<file path="config.mk">
export PLATFORM = sky130hd
export DESIGN_NAME = clock_monitor
export DESIGN_NICKNAME = d
export VERILOG_FILES = /design/src/rtl/clock_monitor.sv
export SDC_FILE = /design/constraint.sdc
export NUM_CORES = 1
export LEC_CHECK = 0
export CAP_MARGIN = 20
export CORE_MARGIN = 1.5
export CORE_UTILIZATION = 50
export DETAILED_ROUTE_END_ITERATION = 16
export PLACE_DENSITY_LB_ADDON = 0.05
export SLEW_MARGIN = 20
export SYNTH_ARGS = -nofsm -noshare
export SYNTH_HDL_FRONTEND = slang
export SYNTH_SLANG_ARGS = --single-unit
</file>
<file path="constraint.sdc">
create_clock -name clock -period 2.8 [get_ports clock]
set_clock_uncertainty 0.2 [all_clocks]
set_input_delay 0.7 -clock clock [delete_from_list [all_inputs] [get_ports clock]]
set_output_delay 0.7 -clock clock [all_outputs]
set_load 0.05 [all_outputs]
</file>
<file path="src/rtl/clock_monitor.sv">
// clock_monitor: watches a slow clock from the main clock domain.
// Synchronizes clock_slow, emits a one-cycle tick per rising edge, measures
// the edge-to-edge period in main-clock cycles, range-checks it, and flags
// loss of the slow clock.
//
// Ports:
//   clock         main clock, all logic on its rising edge
//   reset_n       asynchronous active-low reset
//   clock_slow    monitored slow clock (asynchronous to clock)
//   clock_valid   PLL lock; monitoring runs only while high
//   tick          one-cycle pulse per synchronized rising edge of clock_slow
//   period        last measured period in clock cycles
//   period_valid  period holds a complete measurement
//   in_range      MIN_PERIOD <= period <= MAX_PERIOD (qualified by period_valid)
//   timeout       clock_slow is lost
//   edge_count    running tick count, wraps
module clock_monitor #(
    parameter int unsigned COUNT_WIDTH = 16,
    parameter int unsigned MIN_PERIOD  = 12000,
    parameter int unsigned MAX_PERIOD  = 12600,
    parameter int unsigned TIMEOUT     = 16000
) (
    input  logic                   clock,
    input  logic                   reset_n,
    input  logic                   clock_slow,
    input  logic                   clock_valid,
    output logic                   tick,
    output logic [COUNT_WIDTH-1:0] period,
    output logic                   period_valid,
    output logic                   in_range,
    output logic                   timeout,
    output logic [15:0]            edge_count
);

    localparam int unsigned EDGE_WIDTH = 16;

    localparam logic [COUNT_WIDTH-1:0] MIN_P   = COUNT_WIDTH'(MIN_PERIOD);
    localparam logic [COUNT_WIDTH-1:0] MAX_P   = COUNT_WIDTH'(MAX_PERIOD);
    localparam logic [COUNT_WIDTH-1:0] TO_LAST = COUNT_WIDTH'(TIMEOUT - 1);
    localparam logic [COUNT_WIDTH-1:0] ONE     = COUNT_WIDTH'(1);

    typedef enum logic [1:0] {
        IDLE    = 2'd0,
        ACQUIRE = 2'd1,
        MEASURE = 2'd2,
        LOST    = 2'd3
    } state_t;

    state_t                 state, state_next;
    logic                   s1, s2, s3;
    logic                   rise;
    logic [COUNT_WIDTH-1:0] cycle_count, count_next;
    logic                   tick_next;
    logic [COUNT_WIDTH-1:0] period_next;
    logic                   valid_next;
    logic                   range_next;
    logic                   timeout_next;
    logic [EDGE_WIDTH-1:0]  edges_next;

    assign rise = s2 & ~s3;

    // Next-state and output decode; losing clock_valid overrides everything.
    // The timeout compare uses the pre-increment count, and a rise in the
    // same cycle is handled first, so an edge landing exactly on TIMEOUT-1
    // is measured rather than declared lost.
    always_comb begin
        state_next   = state;
        count_next   = cycle_count;
        tick_next    = 1'b0;
        period_next  = period;
        valid_next   = period_valid;
        range_next   = in_range;
        timeout_next = timeout;
        edges_next   = edge_count;

        if (!clock_valid) begin
            state_next   = IDLE;
            count_next   = '0;
            valid_next   = 1'b0;
            range_next   = 1'b0;
            timeout_next = 1'b0;
        end else begin
            case (state)
                IDLE: begin
                    state_next = ACQUIRE;
                    count_next = '0;
                end
                ACQUIRE: begin
                    if (rise) begin
                        state_next = MEASURE;
                        tick_next  = 1'b1;
                        count_next = ONE;
                        edges_next = edge_count + EDGE_WIDTH'(1);
                    end else if (cycle_count == TO_LAST) begin
                        state_next   = LOST;
                        timeout_next = 1'b1;
                        valid_next   = 1'b0;
                        range_next   = 1'b0;
                    end else begin
                        count_next = cycle_count + ONE;
                    end
                end
                MEASURE: begin
                    if (rise) begin
                        tick_next   = 1'b1;
                        period_next = cycle_count;
                        valid_next  = 1'b1;
                        range_next  = (cycle_count >= MIN_P) && (cycle_count <= MAX_P);
                        count_next  = ONE;
                        edges_next  = edge_count + EDGE_WIDTH'(1);
                    end else if (cycle_count == TO_LAST) begin
                        state_next   = LOST;
                        timeout_next = 1'b1;
                        valid_next   = 1'b0;
                        range_next   = 1'b0;
                    end else begin
                        count_next = cycle_count + ONE;
                    end
                end
                LOST: begin
                    // Count stays saturated; recovery restarts measurement
                    // but period_valid waits for the next full period.
                    if (rise) begin
                        state_next   = MEASURE;
                        tick_next    = 1'b1;
                        count_next   = ONE;
                        timeout_next = 1'b0;
                        edges_next   = edge_count + EDGE_WIDTH'(1);
                    end
                end
                default: begin
                    state_next = IDLE;
                end
            endcase
        end
    end

    // State, synchronizer and registered outputs.
    always_ff @(posedge clock or negedge reset_n) begin
        if (!reset_n) begin
            state        <= IDLE;
            s1           <= 1'b0;
            s2           <= 1'b0;
            s3           <= 1'b0;
            cycle_count  <= '0;
            tick         <= 1'b0;
            period       <= '0;
            period_valid <= 1'b0;
            in_range     <= 1'b0;
            timeout      <= 1'b0;
            edge_count   <= '0;
        end else begin
            state        <= state_next;
            s1           <= clock_slow;
            s2           <= s1;
            s3           <= s2;
            cycle_count  <= count_next;
            tick         <= tick_next;
            period       <= period_next;
            period_valid <= valid_next;
            in_range     <= range_next;
            timeout      <= timeout_next;
            edge_count   <= edges_next;
        end
    end

endmodule

</file>
# Word level (Yosys, flattened, before mapping)
# Index checks and enable logic that the tools add are counted.
# word_totals
ram_bits,0
wordCells,68
rom_bits,0
reg_bits,57
in_bits,4
n_memories,0
latch_bits,0
# classes
mux,29
div,0
mul,0
order_cmp,2
n_addsub,2
bitwise,2
n_eq_ne,12
shift,0
n_reduce_logical,10
# op_table
operator,count
16-bit 2-to-1 mux,4
16-bit one-hot mux with 3 select lines,1
16-bit by 1-bit adder with 16-bit output (second input constant),2
16-bit by 14-bit equality test with 1-bit output (second input constant),1
16-bit by 14-bit greater-or-equal comparator with 1-bit output (second input constant),1
16-bit by 14-bit less-or-equal comparator with 1-bit output (second input constant),1
1-bit 2-to-1 mux,15
3-bit != test (second input constant),4
2-bit 2-to-1 mux,5
2-bit one-hot mux with 4 select lines,1
3-bit by 2-bit != test with 1-bit output (second input constant),2
1-bit one-hot mux with 2 select lines,3
2-bit AND reduction,3
3-bit AND reduction,2
2-bit equality test (second input constant),2
4-bit != test (second input constant),1
4-bit AND reduction,1
3-bit by 1-bit != test with 1-bit output (second input constant),1
3-bit OR reduction,1
2-bit by 1-bit equality test with 1-bit output (second input constant),1
2-bit zero test,1
2-bit OR reduction,1
1-bit bitwise AND,1
1-bit logical AND,1
1-bit inverter,1

# Depth between registers and ports, before layout
# Gate-level depths: netlist (run 1).
# depth
depth_word,5
depth_mapped,8

# Worst setup path after synthesis (run 1)
# No wires, ideal clock.
# synth_path
kind,reg2reg
startpoint,register state[1]
endpoint,register cycle_count[10]
arrival_time_ns,1.773
setup_time_ns,0.090
required_time_ns,2.510
stages_incl_launch_ff,8
synth_period_minus_slack_ns,2.063
setup_slack_ns,0.737
n_path_buf,1
cell_sequence,dfrtp_1 -> inv_1 -> ha_1 -> inv_1 -> nor4_2 -> clkbuf_1 -> nand3_1 -> o221ai_1
# synth_via
elab_chain_cells,4
word_cells_on_any_way,10
cone_classes,5 x eq/ne; 2 x mux; 3 x reduce/logical
# synth_rtl
element,line,text
"start, declared",49,"state_t state, state_next;"
"start signal, assigned",153,state <= state_next;
2-bit equality test or 2-bit by 1-bit equality test with 1-bit output (tied branches),83,case (state)
2-bit OR reduction (no source line),--,
16-bit one-hot mux with 3 select lines or 4-bit != test (tied branches),--,
16-bit 2-to-1 mux or 2-bit AND reduction (tied branches),--,
"end signal, assigned",157,cycle_count <= count_next;
"end, declared",52,"logic [COUNT_WIDTH-1:0] cycle_count, count_next;"
# Several ways; a longest one is shown, not always the timed one.
# A chain may end at the register's enable or synchronous reset.

# Worst setup path in the final report (run 1)
# layout_path
startpoint,register edge_count[3]
endpoint,output edge_count[3]
# layout_rtl
element,line,text
"start, declared",32,output logic [15:0] edge_count
"start signal, assigned",163,edge_count <= edges_next;
# No word-level cell between the ends.

==> impl_metrics.csv, run 1 <==
group,metric,value,unit
status,status,"finished, final reports clean",
detailed_routing,vias,2226,
final_layout,drive_above_1_share,0.142,
global_routing,antenna_found_initial,0,
clock_tree,cts_tree,"done",
die,die_w,78.8,um
placement,buffer_ports.inserted,39,
yosys,synth_cells,268,
placement,place_inst,372,
clock_tree,cts.clk_slew.worst_paths,0.07,ns
yosys,synth-seq-cells,57,
power,irDropWorstVdd,0.000465,V
power,p_leak,1.50,nW
worst_setup_path,crit_family,"buffers and inverters",
min_path,worstHoldPathType,"in2async",
detailed_routing,drc,0,
placement,gp_congestion,0.850,
global_routing,grt_max_degree,24,
yosys,yosysWarnings,0,
worst_setup_path,cp_max_fo,7,
power,powerDensity,561,nW/um^2
worst_setup_path,crit_type,"reg2out",
die,die_y,78.8,um
run,maxCapViolations,0,
worst_setup_path,crit_slowest_cell,"clkdlybuf4s50_1",
global_routing,grt_usage,0.211,
yosys,synth_top_area_cell,"dfrtp_1",
timing,max_freq,394,MHz
global_routing,grt_pass1_wl,10100,um
worst_setup_path,cp-end-kind,"primary output",
yosys,synthAdderAreaFrac,0.0349,
clock_tree,cts_resized,0,
final_layout,nets,323,
timing,layout_min_cycle_time,2.54,ns
timing,min_period_over_period,0.905,
timing,tightest_slew,0.622,ns
worst_setup_path,setup.worst_path.start_class,"register",
die,row_count,27,
die,die-area,6200,um^2
yosys,synth.most_common_cell,"dfrtp_1",
detailed_routing,drt.antenna.violating_nets,0,
yosys,yosysSeqAreaShare,0.497,
clock_tree,cts-buffers-inserted,9,
detailed_routing,wl_per_cell,15.0,um
worst_setup_path,crit_arrival,1.64,ns
clock_tree,clkLatencyLatePin,0.33,ns
clock_tree,cts_buffer_depth,2,
detailed_routing,drt_pass1_iterations,4,
yosys,synth_ff_type,"dfrtp_1",
worst_setup_path,required,1.90,ns
yosys,syn_area_per_cell,10.7,um^2
die,design.core.area,5510,um^2
yosys,synth_compound_area_frac,0.145,
timing,hold_viol_final,0,
yosys,synth_xor_xnor_area_share,0.0458,
clock_tree,root_buffer,"clkbuf_8",
timing,setup_tns,0,ns
worst_setup_path,worst-path-buf-inv,1,
die,initial_core_util,0.521,
detailed_routing,drt-initial-drc-count,103,
detailed_routing,routed_via_density,5.74,
yosys,synthTopCellsByCount,"dfrtp_1 (57), nand2_1 (19), nand3_1 (18)",
placement,hpwl,4110,um
global_routing,grt_overflow_total,0,
detailed_routing,drt_wl_total,5830,um
clock_tree,postCtsSetupBuffers,0,
yosys,synthSimpleGateAreaFrac,0.174,
yosys,netlist_area,2870,um^2
yosys,netlist-cell-type-count,46,
yosys,synth_top_family_by_area,"simple AND/OR/NAND/NOR gates",
timing,rsz0062_at_grt,"false",
final_layout,n_antenna_cell,0,
worst_setup_path,critPathMaxStageDelay,0.84,ns
yosys,synth_mux_area_frac,0.0645,
final_layout,areaGrowthSynthToFinish,24.3,%
power,power.total,2.00,mW
timing,slew_viol_final,0,
clock_tree,holdBufCountCts,0,
die,io_pins,40,
yosys,synthesis.nets,280,
yosys,synth_area_leaders,"dfrtp_1 (50%), mux2_2 (4.7%), xnor2_1 (4.0%), ha_1 (3.5%), nand3_1 (3.1%)",
timing,whs,0.127,ns
yosys,synth_edf_count,0,
clock_tree,cts_sinks,57,
clock_tree,htreeDepth,3,
worst_setup_path,path_cells,"clkdlybuf4s50_1",
worst_setup_path,ff2ff_setup_slack,0.56,ns
timing,setup-violations-final,0,
timing,max_slew_margin,0.582,
global_routing,grt_pass1_vias,2102,
yosys,synth_top_area_share,0.497,
final_layout,layoutNonFillerInstCount,388,
yosys,async_reset_ff_frac,1.00,
==> report_power, final <==
group / internal [mW] / switching [mW]
registers: 0.851 / 0.0283
clock network: 0.550 / 0.321
logic: 0.0889 / 0.163
==> registers in the layout (all words and copies together), names as in the netlist <==
signal	cells
edge_count	16
in_range	1
state	2
s2	1
cycle_count	16
period	16
timeout	1
s1	1
tick	1
period_valid	1
s3	1
==> worst paths after layout <==
kind                           startpoint              end  cells past startpoint
setup / recovery            edge_count[3]    edge_count[3]                      1
setup reg to reg           cycle_count[0]         state[0]                      5
hold / removal                    reset_n  cycle_count[11]                      1
max in group asynchronous         reset_n        period[6]                      2
hold reg to reg                        s1               s2                      0
min in group clock                     s1               s2                      0
==> metal layers <==
metal	share of wire	global-route usage	up-vias
met5	0	0	-
met3	0.043	0.0345	10
li1	-	-	1071
met4	0.019	0.105	0
met1	0.49	0.292	1086
met2	0.45	0.322	59
==> worst reg2reg max path: stages (launching register included) <==
cell	delay (ns)
dfrtp_1	0.46
ha_1	0.27
nand4_1	0.26
nor4b_2	0.52
o21ai_0	0.15
a221oi_1	0.28
==> kinds of logic (layout without fill, tap and decap cells) <==
kind of cell    count (synthesis)  after routing
buf+inv                        26             74
flops                          57             57
simple gates                   85             85
compound gates                 60             60
xor+xnor                       15             15
mux                            17             17
fa+ha+maj                       8              8
==> stage by stage <==
stage          setup WS, ns  utilization  area (um^2)
5_1_grt               0.183        0.648         3570
3_5_place_dp          0.199        0.606         3340
4_1_cts               0.253        0.648         3570
6_report              0.265        0.648         3570
3_3_place_gp          0.264        0.606         3340
2_1_floorplan         0.737            -         2870
==> cells in the final DEF (no fill, tap or decap), types with 2 or more instances in the layout <==
master	instances
buf_4	9
o221a_2	2
clkinvlp_4	2
a211o_1	2
ha_1	8
a31oi_1	10
dfrtp_1	57
clkbuf_8	11
mux2i_1	5
a41oi_1	4
nor2b_1	2
nand4_1	9
and2_1	2
nand2b_1	3
xnor2_1	13
o31ai_1	2
inv_1	10
and3_1	4
nand3_1	18
a21oi_1	8
nor2_1	8
and4bb_2	2
clkdlybuf4s50_1	38
a21o_1	4
xor2_1	2
o21ai_0	14
nand2_1	19
o21a_1	4
bufinv_16	2
a311oi_1	2
mux2_2	12
o211ai_1	3
and4_1	4
nor3_1	6
==> cell type report <==
type	count	area, um^2
multi-input combinational	185	1330
inverter	10	37.5
clock inverter	4	75.1
tap	72	90.1
sequential	57	1430
clock buffer	12	155
fill	430	1940
timing repair buffer	48	453
Power figures use the tool's default switching activity.
==> inputs of run 2 (changes only) <==
--- a/config.mk
+++ b/config.mk
@@ -5,6 +5,7 @@
 export SDC_FILE = /design/constraint.sdc
 export NUM_CORES = 1
 export LEC_CHECK = 0
+export ABC_CLOCK_PERIOD_IN_PS = 2800
 export CAP_MARGIN = 20
 export CORE_MARGIN = 1.5
 export CORE_UTILIZATION = 50
@@ -14,3 +15,4 @@
 export SYNTH_ARGS = -nofsm -noshare
 export SYNTH_HDL_FRONTEND = slang
 export SYNTH_SLANG_ARGS = --single-unit
+export TNS_END_PERCENT = 50
==> results of run 2 <==
The final DEF is identical to that of run 1; final timing and power are the same.
